**src/rtl/i2c_bus_arbiter.sv**
```systemverilog
// Round-robin arbiter that shares one i2c_master between NUM_REQ requesters, one whole transaction at a time.
// Optional watchdog: define I2C_ARB_TIMEOUT_EN to abort WAIT after TIMEOUT_CYCLES and drain the master.
module i2c_bus_arbiter #(
    parameter int NUM_REQ        = 2,
    parameter int MAX_BYTES      = 3,
    parameter int TIMEOUT_CYCLES = 2500000
) (
    input  logic                                  clk,
    input  logic                                  reset,
    input  logic [NUM_REQ-1:0]                    req_valid,
    input  logic [NUM_REQ-1:0]                    req_rd_nwr,
    input  logic [NUM_REQ*7-1:0]                  req_addr,
    input  logic [NUM_REQ*$clog2(MAX_BYTES+1)-1:0] req_bytes,
    input  logic [NUM_REQ*MAX_BYTES*8-1:0]        req_din,
    output logic [NUM_REQ-1:0]                    grant,
    output logic [NUM_REQ-1:0]                    rsp_done,
    output logic                                  rsp_error,
    output logic [MAX_BYTES*8-1:0]                rsp_dout,
    output logic                                  m_start,
    output logic                                  m_rd_nwr,
    output logic [6:0]                            m_slave_addr,
    output logic [$clog2(MAX_BYTES+1)-1:0]        m_bytes_num,
    output logic [MAX_BYTES*8-1:0]                m_din,
    input  logic [MAX_BYTES*8-1:0]                m_dout,
    input  logic                                  m_done,
    input  logic                                  m_error
);
    localparam int BW = $clog2(MAX_BYTES + 1);
    localparam int IW = $clog2(NUM_REQ);
    localparam int DW = MAX_BYTES * 8;

    if (NUM_REQ < 2 || NUM_REQ > 8 || TIMEOUT_CYCLES < 2) begin : g_bad_param
        $error("i2c_bus_arbiter: NUM_REQ must be 2..8 and TIMEOUT_CYCLES >= 2");
    end

`ifdef I2C_ARB_TIMEOUT_EN
    localparam int CW = $clog2(TIMEOUT_CYCLES);
    typedef enum logic [1:0] {IDLE, WAIT, DRAIN} state_t;
    logic [CW-1:0] cnt;
`else
    typedef enum logic [1:0] {IDLE, WAIT} state_t;
`endif

    state_t        state;
    logic [IW-1:0] last_owner;
    logic [IW-1:0] owner;
    logic          pick_valid;
    logic [IW-1:0] pick_idx;
    int            j;

    // Scan last_owner+1, last_owner+2, ... with wrap; the first requester found wins.
    always_comb begin
        pick_valid = 1'b0;
        pick_idx   = '0;
        j          = 0;
        for (int k = 1; k <= NUM_REQ; k++) begin
            j = int'(last_owner) + k;
            if (j >= NUM_REQ) j = j - NUM_REQ;
            if (!pick_valid && req_valid[j[IW-1:0]]) begin
                pick_valid = 1'b1;
                pick_idx   = j[IW-1:0];
            end
        end
    end

    always_ff @(posedge clk or posedge reset) begin
        if (reset) begin
            state        <= IDLE;
            last_owner   <= IW'(NUM_REQ - 1);
            owner        <= '0;
            grant        <= '0;
            rsp_done     <= '0;
            rsp_error    <= 1'b0;
            rsp_dout     <= '0;
            m_start      <= 1'b0;
            m_rd_nwr     <= 1'b0;
            m_slave_addr <= '0;
            m_bytes_num  <= '0;
            m_din        <= '0;
`ifdef I2C_ARB_TIMEOUT_EN
            cnt          <= '0;
`endif
        end else begin
            m_start  <= 1'b0;
            rsp_done <= '0;
            case (state)
                IDLE: begin
                    if (pick_valid) begin
                        m_rd_nwr     <= req_rd_nwr[pick_idx];
                        m_slave_addr <= req_addr[pick_idx*7 +: 7];
                        m_bytes_num  <= req_bytes[pick_idx*BW +: BW];
                        m_din        <= req_din[pick_idx*DW +: DW];
                        grant        <= NUM_REQ'(1) << pick_idx;
                        owner        <= pick_idx;
                        m_start      <= 1'b1;
                        state        <= WAIT;
`ifdef I2C_ARB_TIMEOUT_EN
                        cnt          <= '0;
`endif
                    end
                end
                WAIT: begin
                    if (m_done) begin
                        rsp_done   <= grant;
                        rsp_dout   <= m_dout;
                        rsp_error  <= m_error;
                        grant      <= '0;
                        last_owner <= owner;
                        state      <= IDLE;
                    end
`ifdef I2C_ARB_TIMEOUT_EN
                    // Watchdog expiry: report failure to the owner, then let the master finish unobserved.
                    else if (cnt == CW'(TIMEOUT_CYCLES - 1)) begin
                        rsp_done   <= grant;
                        rsp_dout   <= '0;
                        rsp_error  <= 1'b1;
                        grant      <= '0;
                        last_owner <= owner;
                        cnt        <= '0;
                        state      <= DRAIN;
                    end else begin
                        cnt <= cnt + 1'b1;
                    end
`endif
                end
`ifdef I2C_ARB_TIMEOUT_EN
                DRAIN: begin
                    if (m_done || cnt == CW'(TIMEOUT_CYCLES - 1)) state <= IDLE;
                    else cnt <= cnt + 1'b1;
                end
`endif
                default: state <= IDLE;
            endcase
        end
    end
endmodule

```
**config.mk**
```make
export PLATFORM = sky130hd
export DESIGN_NAME = i2c_bus_arbiter
export DESIGN_NICKNAME = d
export VERILOG_FILES = /design/src/rtl/i2c_bus_arbiter.sv
export SDC_FILE = /design/constraint.sdc
export NUM_CORES = 1
export LEC_CHECK = 0
export ABC_AREA = 0
export BUFFER_PORTS_ARGS = -buffer_cell sky130_fd_sc_hd__buf_2
export CAP_MARGIN = 0
export CORE_MARGIN = 2
export CORE_UTILIZATION = 43
export DETAILED_ROUTE_END_ITERATION = 12
export PLACE_DENSITY = 0.79
export SYNTH_ARGS = -nofsm -noshare
export SYNTH_HDL_FRONTEND = slang
export SYNTH_SLANG_ARGS = --single-unit
```
**constraint.sdc**
```tcl
create_clock -name clk -period 2.86 [get_ports clk]
set_input_delay 0.429 -clock clk [delete_from_list [all_inputs] [get_ports clk]]
set_output_delay 0.429 -clock clk [all_outputs]
set_load 0.05 [all_outputs]
```
Yosys cells after proc, flatten, opt, wreduce, memory -nomap -nowiden
Index checks and enable logic that the tools add are counted.
{ "classes": {"n_addsub": 4, "multipliers": 2, "n_lt_le_gt_ge": 5, "eq_ne": 3, "n_shift": 4, "n_mux": 21, "reduce_logical": 8} }
{ "ops": {"columns": ["op", "count"], "rows": [
  ["$shiftx 48x7->24", 1],
  ["$mux 1", 14],
  ["$shiftx 14x5->7", 1],
  ["$mux 2", 5],
  ["$pmux 2 s2", 2],
  ["$lt 1x2->1 const B", 3],
  ["$reduce_and 2->1", 3],
  ["$mul 1x3->4 const B", 1],
  ["$ne 2x2->1 const B", 2],
  ["$shiftx 4x3->2", 1],
  ["$add 1x2->3 const B", 1],
  ["$ge 3x2->1 const B", 1],
  ["$mul 1x2->3 const B", 1],
  ["$reduce_and 3->1", 1],
  ["$add 1x1->2 const B", 1],
  ["$eq 2x1->1 const B", 1],
  ["$ge 2x2->1 const B", 1],
  ["$logic_not 2->1", 1],
  ["$reduce_bool 2->1", 1],
  ["$shl 1x1->2 const A", 1],
  ["$sub 1x1->1 const B", 2],
  ["$logic_and 1x1->1", 1],
  ["$logic_not 1->1", 1]
]} }
{ "totals": {"regBits": 68, "in_bits": 98, "out_inout_bits": 64, "wordCells": 59} }

Longest topological paths before layout
{ "logic_depth": {"word_depth": 12, "mapped_depth": 6, "mapped_depth_nobuf": 4} }

Least setup slack after synthesis
OpenSTA, ideal clock, no wires.
{ "synth_timing": {"path_kind": "register -> register", "start": "register state[0]", "end": "register rsp_dout[14]", "setup_time_ns": 0.128, "arrival_time_ns": 1.196, "required_time_ns": 2.732, "slack_ns": 1.537, "stages_incl_launch_ff": 5, "n_path_buf": 2, "period_less_slack_ns": 1.323, "cell_sequence": "dfrtp_1 buf_2 nand2_2 buf_2 mux2_1"} }
{ "synth_between": {"elab_chain_cells": 2} }
{ "synth_rtl": {"columns": ["item", "line_no", "rtl"], "rows": [
  ["start: declaration", "44", "state_t state;"],
  ["start signal: assignment", "68", "state <= IDLE;"],
  ["start signal: assignment", "96", "state <= WAIT;"],
  ["start signal: assignment", "109", "state <= IDLE;"],
  ["$eq 2x1->1", "86", "case (state)"],
  ["$reduce_and 2->1 (no line)", null, null],
  ["end signal: assignment", "105", "rsp_dout <= m_dout;"],
  ["end: declaration", "18", "output logic [MAX_BYTES*8-1:0] rsp_dout,"]
]} }
No other way between the ends.
A chain may end at the register's enable or synchronous reset.

Worst setup path after layout
{ "layout_timing": {"start": "register last_owner", "end": "register m_slave_addr[4]"} }
{ "layout_between": {"elab_chain_cells": 11, "word_cells_on_any_way": 21, "cone_classes": "add/sub: 4; mul: 1; order compare: 2; shift: 1; mux: 10; reduce/logical: 3"} }
{ "layout_rtl": {"columns": ["item", "line_no", "rtl"], "rows": [
  ["start: declaration", "45", "logic [IW-1:0] last_owner;"],
  ["start signal: assignment", "69", "last_owner <= IW'(NUM_REQ - 1);"],
  ["start signal: assignment", "108", "last_owner <= owner;"],
  ["branches (longest 11 deep; another with $mul 1x3->4)", null, null],
  ["end signal: assignment", "90", "m_slave_addr <= req_addr[pick_idx*7 +: 7];"],
  ["end: declaration", "21", "output logic [6:0] m_slave_addr,"]
]} }
Parallel ways; which one is timed is not known. The select of a mux whose other input is x is not followed.

==> results.cfg <==
[synthesis]
avgSynthCellArea_sq_um = 10.8
yosysUniqueCellTypes = 23
synth_warnings = 0
ys_top_cells_by_area = dfrtp_1, a21oi_1, mux2_1
ys.flop_type = dfrtp_1
yosysTopAreaCellShare_pct = 59.7
syn_inst = 255
synth_largest_area_cell = dfrtp_1
syn_area_sq_um = 2770
synth_edf_count = 0
ys_ff_latch = 67
synth_nets = 353
ys_async_sr_fraction_pct = 100
yosysSeqAreaShare_pct = 60.7

[sta]
skew_ps = 7.72
tns_ps = 0
max_freq_mhz = 560
relSlewSlack_pct = 56.2
setup_viol = 0
finalHoldViolCount = 0
worst_slew_pin_slew_ps = 656
rsz0062_at_grt = no
post-route-min-period_ps = 1780
whs_ps = 187
slew_violations = 0
min_period_over_period_pct = 62.4

[cells_and_area]
drive_gt1_share_pct = 44.3
design_area_sq_um = 3810
n_antenna_cell = 0
area_delta_synth_final_pct = 37.6
nets = 513
num-fill-cells = 528

[critical_path]
crit_chain = a21bo_1 -> buf_4 -> and3_1 -> a221o_1
start_kind = register
crit_type = register to register
cpPeakStageDelay_ps = 560
cpMaxStageDelayCell = dfstp_2
critPathCaptureType = register
crit_fanout = 20
crit_arrival_ps = 2050
crit_required_ps = 3130
crit_buf_inv = 1
critical_path.top_delay_family = compound AO/OA/AOI/OAI gates

[power]
power_density_nw_per_um2 = 889
internal-power_mw = 1.91
vdd_drop_max_mv = 0.591
p_comb_share_pct = 39.7
switching_share_pct = 43.5
pwr-share-seq_pct = 37.4
leakagePower_nw = 1.95
p_sw_mw = 1.47
power.share.clock_pct = 22.9

[detailed_routing]
viasPerCell = 5.00
finalWirelength_microns = 7120
drt_pass1_iterations = 4
drt_iter0_drc = 120
drc = 0
detail_route.wl_per_cell_microns = 14.3
drtAntennaViolNets = 0
via_count = 2484

[die]
die_w_microns = 84.2
coreArea_sq_um = 6280
start_util_pct = 44.1
die-area_sq_um = 7090
rows = 29
die_y_microns = 84.2
io_pins = 162

[clock_network]
cts_tree = yes
clkSinkCount = 67
clockBufferDepth = 2
clock_latency_ps = 330
htreeDepth = 3
post_cts_buffers = 0
clk_pin_slew_ps = 70
numCtsBuffers = 9
cts-root-buf = clkbuf_8
cts_resized = 0
ctsHoldBuffers = 0

[worst_hold_path]
min_path_type = input pin to async pin

[global_routing]
track_usage_pct = 20.5
grt_pass1_wl_microns = 11600
grt_overflow = 0
grt_pass1_vias = 2509
antenna_found_initial = 0
grt_max_degree = 39

[run_status]
run_status = completed

[place]
place_area_sq_um = 3610
portBuffers = 161
place_congestion = 0.724
dp_hpwl_microns = 5090

[job]
maxCapViolations = 0
layer usage:
metal | share of wire [%] | global-route usage, % | up-vias
met5 | 0 | 0 | -
met4 | 1.6 | 8.06 | 0
met3 | 7.0 | 5.11 | 12
met2 | 51 | 34.4 | 112
met1 | 41 | 25.7 | 1172
li1 | - | - | 1188
worst reg2reg max path, cell delays in order, from the launching register on:
cell and delay, ps:
dfstp_2 560, a21bo_1 530, buf_4 340, and3_1 180
a221o_1 100
per-stage QoR:
stage / util, % / std cells / total power, mW / worst slack [ps]
3_5_place_dp: 57.5 / 481 / 2.64 / 929
3_3_place_gp: 57.5 / 481 / 2.61 / 983
6_report: 60.7 / 497 / 3.39 / 1080
5_1_grt: 60.7 / 497 / 3.55 / 954
2_1_floorplan: - / 255 / 2.28 / 749
4_1_cts: 60.7 / 497 / 3.42 / 1050
registers in the layout (all words and copies together) (netlist names):
| name | cells |
|---|---|
| m_bytes_num | 2 |
| m_rd_nwr | 1 |
| state | 1 |
| m_start | 1 |
| grant | 2 |
| last_owner | 1 |
| rsp_done | 2 |
| owner | 1 |
| rsp_dout | 24 |
| m_din | 24 |
| rsp_error | 1 |
| m_slave_addr | 7 |
synth_stat cells (all sizes together) (2+ instances only):
cell	count
mux2	26
nor2	32
a221o	3
buf	16
and3	5
a21oi	63
inv	2
nand2	32
dfrtp	66
cell type report:
class | instances | area, sq um | area share (%)
Sequential cell | 67 | 1680 | 44.1
Multi-Input combinational cell | 169 | 987 | 25.9
Timing Repair Buffer | 166 | 843 | 22.1
Clock buffer | 12 | 145 | 3.81
Tap cell | 77 | 96.3 | 2.53
Clock inverter | 4 | 50.0 | 1.31
Inverter | 2 | 7.51 | 0.197
worst paths after layout:
check                             start  cells after the start         endpoint  slack [ps]
setup / recovery             last_owner                      4  m_slave_addr[4]        1080
hold / removal                    reset                      2      rsp_dout[0]         190
setup reg to reg             last_owner                      4  m_slave_addr[4]        1080
hold reg to reg            rsp_dout[12]                      1     rsp_dout[12]         490
max in group asynchronous         reset                      3   m_bytes_num[1]        1910
min in group clk             m_dout[11]                      2     rsp_dout[11]         300
power groups by stage:
| stage | logic, mW | registers, mW | clock network, mW |
|---|---|---|---|
| 3_3_place_gp | 1.33 | 1.28 | 0 |
| 4_1_cts | 1.36 | 1.27 | 0.792 |
| 2_1_floorplan | 0.312 | 1.97 | 0 |
| 3_5_place_dp | 1.36 | 1.28 | 0 |
| 6_report | 1.34 | 1.27 | 0.774 |
| 5_1_grt | 1.42 | 1.29 | 0.834 |
logic make-up (layout without fill, tap and decap cells):
group	after synthesis	in the layout	synth area share, %
buffers and inverters	19	184	3.93
muxes	26	26	10.6
AOI/OAI and AO/OA	73	73	14.7
DFF	67	67	60.7
and+or+nand+nor	70	70	10.1
placed cells by master, fill, tap and decap left out, drive strengths merged:
cell type  count
buf          166
dfrtp         66
a21oi         63
nor2          32
nand2         32
mux2          26
clkbuf        12
and3           5
a221o          3
inv            2
clkinvlp       2
o21bai         1
a21boi         1
nand3          1
o21ai          1
a21bo          1
o31a           1
a21o           1
a2bb2oi        1
bufinv         1
clkinv         1
dfstp          1
Note: power is estimated with default switching activity, not from simulation.
